`config.mk`:
```
export PLATFORM = sky130hd
export DESIGN_NAME = redmule_tcdm_gather
export DESIGN_NICKNAME = d
export VERILOG_FILES = /design/src/rtl/redmule_tcdm_gather.sv
export SDC_FILE = /design/constraint.sdc
export NUM_CORES = 1
export LEC_CHECK = 0
export CAP_MARGIN = 30
export CORE_AREA = 2 2 538 540
export DETAILED_ROUTE_END_ITERATION = 12
export DIE_AREA = 0 0 540 542
export PLACE_DENSITY = 0.3
export SLEW_MARGIN = 25
export SYNTH_ARGS = -nofsm -noshare
export SYNTH_HDL_FRONTEND = slang
export SYNTH_SLANG_ARGS = --single-unit
```
`constraint.sdc`:
```
create_clock -name clk_i -period 4.8 [get_ports clk_i]
set_input_delay 0.96 -clock clk_i [delete_from_list [all_inputs] [get_ports clk_i]]
set_output_delay 0.96 -clock clk_i [all_outputs]
set_load 0.005 [all_outputs]
```
`src/rtl/redmule_tcdm_gather.sv`:
```
// Lane-coherence stage: folds per-lane TCDM grants into one atomic upstream grant and
// releases responses only when every lane holds data. Optional: REDMULE_TCDM_GATHER_BYPASS_EN.
module redmule_tcdm_gather #(
    parameter  int unsigned MP    = 4,
    parameter  int unsigned DW    = 256,
    parameter  int unsigned AW    = 32,
    parameter  int unsigned DEPTH = 2,
    localparam int unsigned LW    = DW / MP
) (
    input  logic                     clk_i,
    input  logic                     rst_ni,
    input  logic                     clear_i,
    input  logic [MP-1:0]            in_req_i,
    output logic [MP-1:0]            in_gnt_o,
    input  logic [MP-1:0][AW-1:0]    in_add_i,
    input  logic [MP-1:0]            in_wen_i,
    input  logic [MP-1:0][LW/8-1:0]  in_be_i,
    input  logic [MP-1:0][LW-1:0]    in_data_i,
    output logic [MP-1:0][LW-1:0]    in_r_data_o,
    output logic [MP-1:0]            in_r_valid_o,
    output logic [MP-1:0]            out_req_o,
    input  logic [MP-1:0]            out_gnt_i,
    output logic [MP-1:0][AW-1:0]    out_add_o,
    output logic [MP-1:0]            out_wen_o,
    output logic [MP-1:0][LW/8-1:0]  out_be_o,
    output logic [MP-1:0][LW-1:0]    out_data_o,
    input  logic [MP-1:0][LW-1:0]    out_r_data_i,
    input  logic [MP-1:0]            out_r_valid_i,
    output logic                     busy_o,
    output logic                     err_o
);

    localparam int unsigned CW = $clog2(DEPTH + 1);
    localparam int unsigned PW = (DEPTH > 1) ? $clog2(DEPTH) : 1;

    logic [MP-1:0] granted_q, lane_gnt, lane_done;
    logic [MP-1:0] empty, avail, bypass, ovf;
    logic [CW-1:0] outstanding_q;
    logic          credit, up_gnt, rel, dec, proto_err, err_q;

    // Pointers carry a wrap bit so full/empty stay distinguishable for any DEPTH.
    function automatic logic [PW:0] ptr_inc(input logic [PW:0] p);
        if (p[PW-1:0] == PW'(DEPTH - 1)) return {~p[PW], {PW{1'b0}}};
        return p + (PW+1)'(1);
    endfunction

    assign credit    = (outstanding_q < CW'(DEPTH));
    assign out_req_o = in_req_i & ~granted_q & {MP{credit}};
    assign lane_gnt  = out_req_o & out_gnt_i;
    assign lane_done = granted_q | lane_gnt;
    assign up_gnt    = (&in_req_i) & credit & (&lane_done);
    assign in_gnt_o  = {MP{up_gnt}};

    assign out_add_o  = in_add_i;
    assign out_wen_o  = in_wen_i;
    assign out_be_o   = in_be_i;
    assign out_data_o = in_data_i;

    assign rel          = &avail;
    assign in_r_valid_o = {MP{rel}};
    assign dec          = rel & (outstanding_q != '0);

    // A partial grant requires all request bits to stay high; unequal bits imply a drop.
    assign proto_err = (|ovf) | ((|granted_q) & ~(&in_req_i));

    assign busy_o = (outstanding_q != '0) | (|granted_q);
    assign err_o  = err_q;

    for (genvar l = 0; l < MP; l++) begin : g_lane
        logic [PW:0]   wptr_q, rptr_q;
        logic [LW-1:0] mem_q [DEPTH];
        logic          full, push;

        assign empty[l] = (wptr_q == rptr_q);
        assign full     = (wptr_q[PW] != rptr_q[PW]) && (wptr_q[PW-1:0] == rptr_q[PW-1:0]);
`ifdef REDMULE_TCDM_GATHER_BYPASS_EN
        assign bypass[l] = empty[l] & out_r_valid_i[l];
`else
        assign bypass[l] = 1'b0;
`endif
        assign avail[l]       = ~empty[l] | bypass[l];
        assign in_r_data_o[l] = bypass[l] ? out_r_data_i[l] : mem_q[rptr_q[PW-1:0]];
        // A full lane still accepts a push when its head is popped in the same cycle.
        assign push   = out_r_valid_i[l] & ~(bypass[l] & rel) & (~full | rel);
        assign ovf[l] = out_r_valid_i[l] & full & ~rel;

        always_ff @(posedge clk_i or negedge rst_ni) begin
            if (!rst_ni) begin
                wptr_q <= '0;
                rptr_q <= '0;
                for (int i = 0; i < DEPTH; i++) mem_q[i] <= '0;
            end else if (clear_i) begin
                wptr_q <= '0;
                rptr_q <= '0;
                for (int i = 0; i < DEPTH; i++) mem_q[i] <= '0;
            end else begin
                if (push) begin
                    mem_q[wptr_q[PW-1:0]] <= out_r_data_i[l];
                    wptr_q <= ptr_inc(wptr_q);
                end
                if (rel && !bypass[l]) rptr_q <= ptr_inc(rptr_q);
            end
        end
    end

    always_ff @(posedge clk_i or negedge rst_ni) begin
        if (!rst_ni) begin
            granted_q     <= '0;
            outstanding_q <= '0;
            err_q         <= 1'b0;
        end else if (clear_i) begin
            granted_q     <= '0;
            outstanding_q <= '0;
            err_q         <= 1'b0;
        end else begin
            granted_q <= up_gnt ? '0 : (granted_q | lane_gnt);
            if (up_gnt && !dec)      outstanding_q <= outstanding_q + CW'(1);
            else if (!up_gnt && dec) outstanding_q <= outstanding_q - CW'(1);
            if (proto_err) err_q <= 1'b1;
        end
    end

endmodule

```
==> results.yml <==
outcome:
  outcome: "complete, no violations"
clock_network:
  numCtsBuffers: 88
  clkTransAtPathRegs_ns: 0.05
  root_buffer: "clkbuf_16"
  cts.htree.levels: 3
  cts_sinks: 535
  cts_hold_buf: 0
  cts_tree: "built"
  clock_latency_ns: 0.77
  clockBufferDepth: 4
  postCtsSetupBuffers: 0
  cts_resized: 0
synthesis:
  async_flop_share_pct: 100
  ys_seq_area_share_pct: 43.0
  synth_top_area_share_pct: 43.0
  synth_warnings: 0
  synthTopCellsByArea: "dfrtp_1 (43%), buf_4 (11%), nand2b_1 (10%)"
  syn-cell-area_um2: 31100
  yosysMostFrequentCell: "dfrtp_1"
  ys.flop_type: "dfrtp_1"
  ys_seq_elements: 535
  syn_inst: 3098
  synth_common_cells: "dfrtp_1 (535), nand2b_1 (514), o21ai_0 (488)"
  yosys.area.top_type: "dfrtp_1"
  synth_fp_nets: 3789
  synth_edf_count: 0
  syn_avg_cell_area_um2: 10.0
  ys_types: 35
critical_path:
  cp_slowest_stage_delay_ns: 0.70
  crit_type: "flip-flop to primary output"
  cp_slowest_cell: "buf_4"
  endpoint_kind: "primary output"
  crit_path_cell_trace: "buf_4 -> mux2_2 -> clkdlybuf4s50_1"
  crit_required_ns: 3.84
  crit_arrival_ns: 3.21
  reg2reg_slack_ns: 1.55
  cp_max_fo: 50
  startpoint_type: "flip-flop"
drt:
  ant_nets: 0
  drt-initial-drc-count: 1076
  routed_wl_um: 144000
  drc: 0
  vias: 22100
  via_per_inst: 3.16
  drtPass1Iterations: 4
  wl_per_cell_um: 20.5
timing:
  rsz0062_at_grt: "false"
  min_period_ns: 4.17
  tightest_slew_ns: 0.964
  slew_headroom_pct: 35.7
  skew_ns: 0.0290
  final.setup.tns_ns: 0
  hold_viol_final: 0
  fmax_ghz: 0.240
  slew_violations: 0
  min_period_over_period_pct: 86.9
  setup_viol: 0
  setup_ws_ns: 0.627
place:
  io_buffers: 540
  place_inst: 6835
  placement.cell_area_um2: 37900
  post-place-ws_ns: 1.02
  dpl.hpwl_um: 99200
  place_congestion: 0.696
layout:
  postLayoutCoreUtil_pct: 14.2
  final_nets: 3835
  syn2layout_area_growth_pct: 31.1
  regArea_um2: 13400
  multiInputGateArea_um2: 13600
  fill_cells: 32400
  drive_gt1_share_pct: 15.3
  design_area_um2: 40800
  finalNonFillerCells: 6999
min_path:
  hold_class: "input pin to async pin"
floorplanning:
  dieArea_um2: 293000
  die_h_um: 542
  core-area_um2: 287000
  initial_core_util_pct: 10.8
  chipWidth_um: 540
  rows: 197
  num_io_pins: 1381
global_route:
  grt_pass1_vias: 23500
  track_usage_pct: 9.54
  globalRouteOverflowTotal: 0
  grt_antenna_before_repair: 68
  grt_pass1_wl_um: 199000
  grt_max_degree: 120
flow_run:
  drv_cap: 0
power_and_ir_drop:
  p_leak_nw: 16.1
  power_density_nw_per_um2: 333
  ir_drop_uv: 215
==> area by class of cell <==
class,count,area share [%]
tap,3781,11.6
clock inverter,24,0.611
multi-input combinational,1901,33.4
sequential,535,32.9
antenna,8,0.0491
timing repair buffer,612,15.1
clock buffer,132,6.33
inverter,6,0.0552
==> critical path: cells and delay by family, from the launching register on <==
kind     cells  cell delay (ns)
buf+inv      2             1.36
flops        1             0.63
mux          1             0.41
==> cell families (layout without fill, tap and decap cells) <==
kind of cell	Yosys count	count (layout)	share of synthesized area [%]
other	0	8	0
XOR/XNOR	16	16	0.450
buffers and inverters	662	774	13.5
AO/OA/AOI/OAI	539	539	8.88
AND/OR/NAND/NOR	828	828	16.4
multiplexers	518	518	17.7
flip-flops	535	535	43.0
==> where the power goes <==
group | switching [mW] | leakage, nW | internal [mW]
Sequential | 0.151 | 7.27 | 4.79
Combinational | 1.10 | 7.40 | 1.05
Clock | 2.57 | 1.40 | 3.91
Total | 3.82 | 16.1 | 9.75
==> cell usage in the layout (no fill, tap or decap), drive strengths merged <==
master / synthesis / routed
nand2: 7 / 7
diode: 0 / 8
a21oi: 8 / 8
mux2i: 258 / 258
nor2b: 266 / 266
clkbuf: 182 / 132
a22o: 2 / 2
nor3: 6 / 6
or2: 5 / 5
nand2b: 514 / 514
and3: 1 / 1
o211ai: 1 / 1
dfrtp: 535 / 535
clkinv: 0 / 17
a22oi: 2 / 2
o21ai: 518 / 518
clkdlybuf4s50: 0 / 538
a31oi: 3 / 3
bufinv: 0 / 4
clkinvlp: 0 / 1
xnor2: 12 / 12
a21boi: 4 / 4
buf: 474 / 74
nand3: 4 / 4
xor2: 4 / 4
o22ai: 1 / 1
nor2: 17 / 17
nor3b: 3 / 3
or3: 4 / 4
inv: 6 / 8
nor4: 1 / 1
mux2: 260 / 260
==> state kept, by name, summed over array words and instances (netlist names) <==
signal         cells
granted_q          4
outstanding_q      2
err_o              1
g_lane.mem_q     512
g_lane.rptr_q      8
g_lane.wptr_q      8
==> metal layers <==
layer / vias to the layer above / GRT usage (%) / part of all wire [%]
li1: 9996 / - / -
met1: 10800 / 11.4 / 41
met2: 840 / 14.6 / 44
met3: 405 / 4.33 / 10
met4: 50 / 4.22 / 4.5
met5: - / 0.0986 / 0.25
==> through the flow <==
step	power, mW	hold WS [ns]
2_1_floorplan	6.21	0.507
3_3_place_gp	7.26	0.523
3_5_place_dp	7.25	0.527
4_1_cts	14.1	0.242
5_1_grt	14.4	0.275
6_report	13.6	0.268
==> path summary, 6_finish.rpt <==
kind | from | endpoint | depth (start not counted)
min in group clk_i | g_lane[3].mem_q[69] | g_lane[3].mem_q[69] | 2
max in group asynchronous | rst_ni | g_lane[2].mem_q[17] | 2
worst max-delay path | g_lane[1].rptr_q[0] | in_r_data_o[127] | 3
worst max register to register | g_lane[1].rptr_q[0] | g_lane[1].mem_q[94] | 8
worst min register to register | g_lane[3].mem_q[69] | g_lane[3].mem_q[69] | 2
worst min-delay path | rst_ni | g_lane[1].mem_q[48] | 1
(Power assumes the default switching activity.)
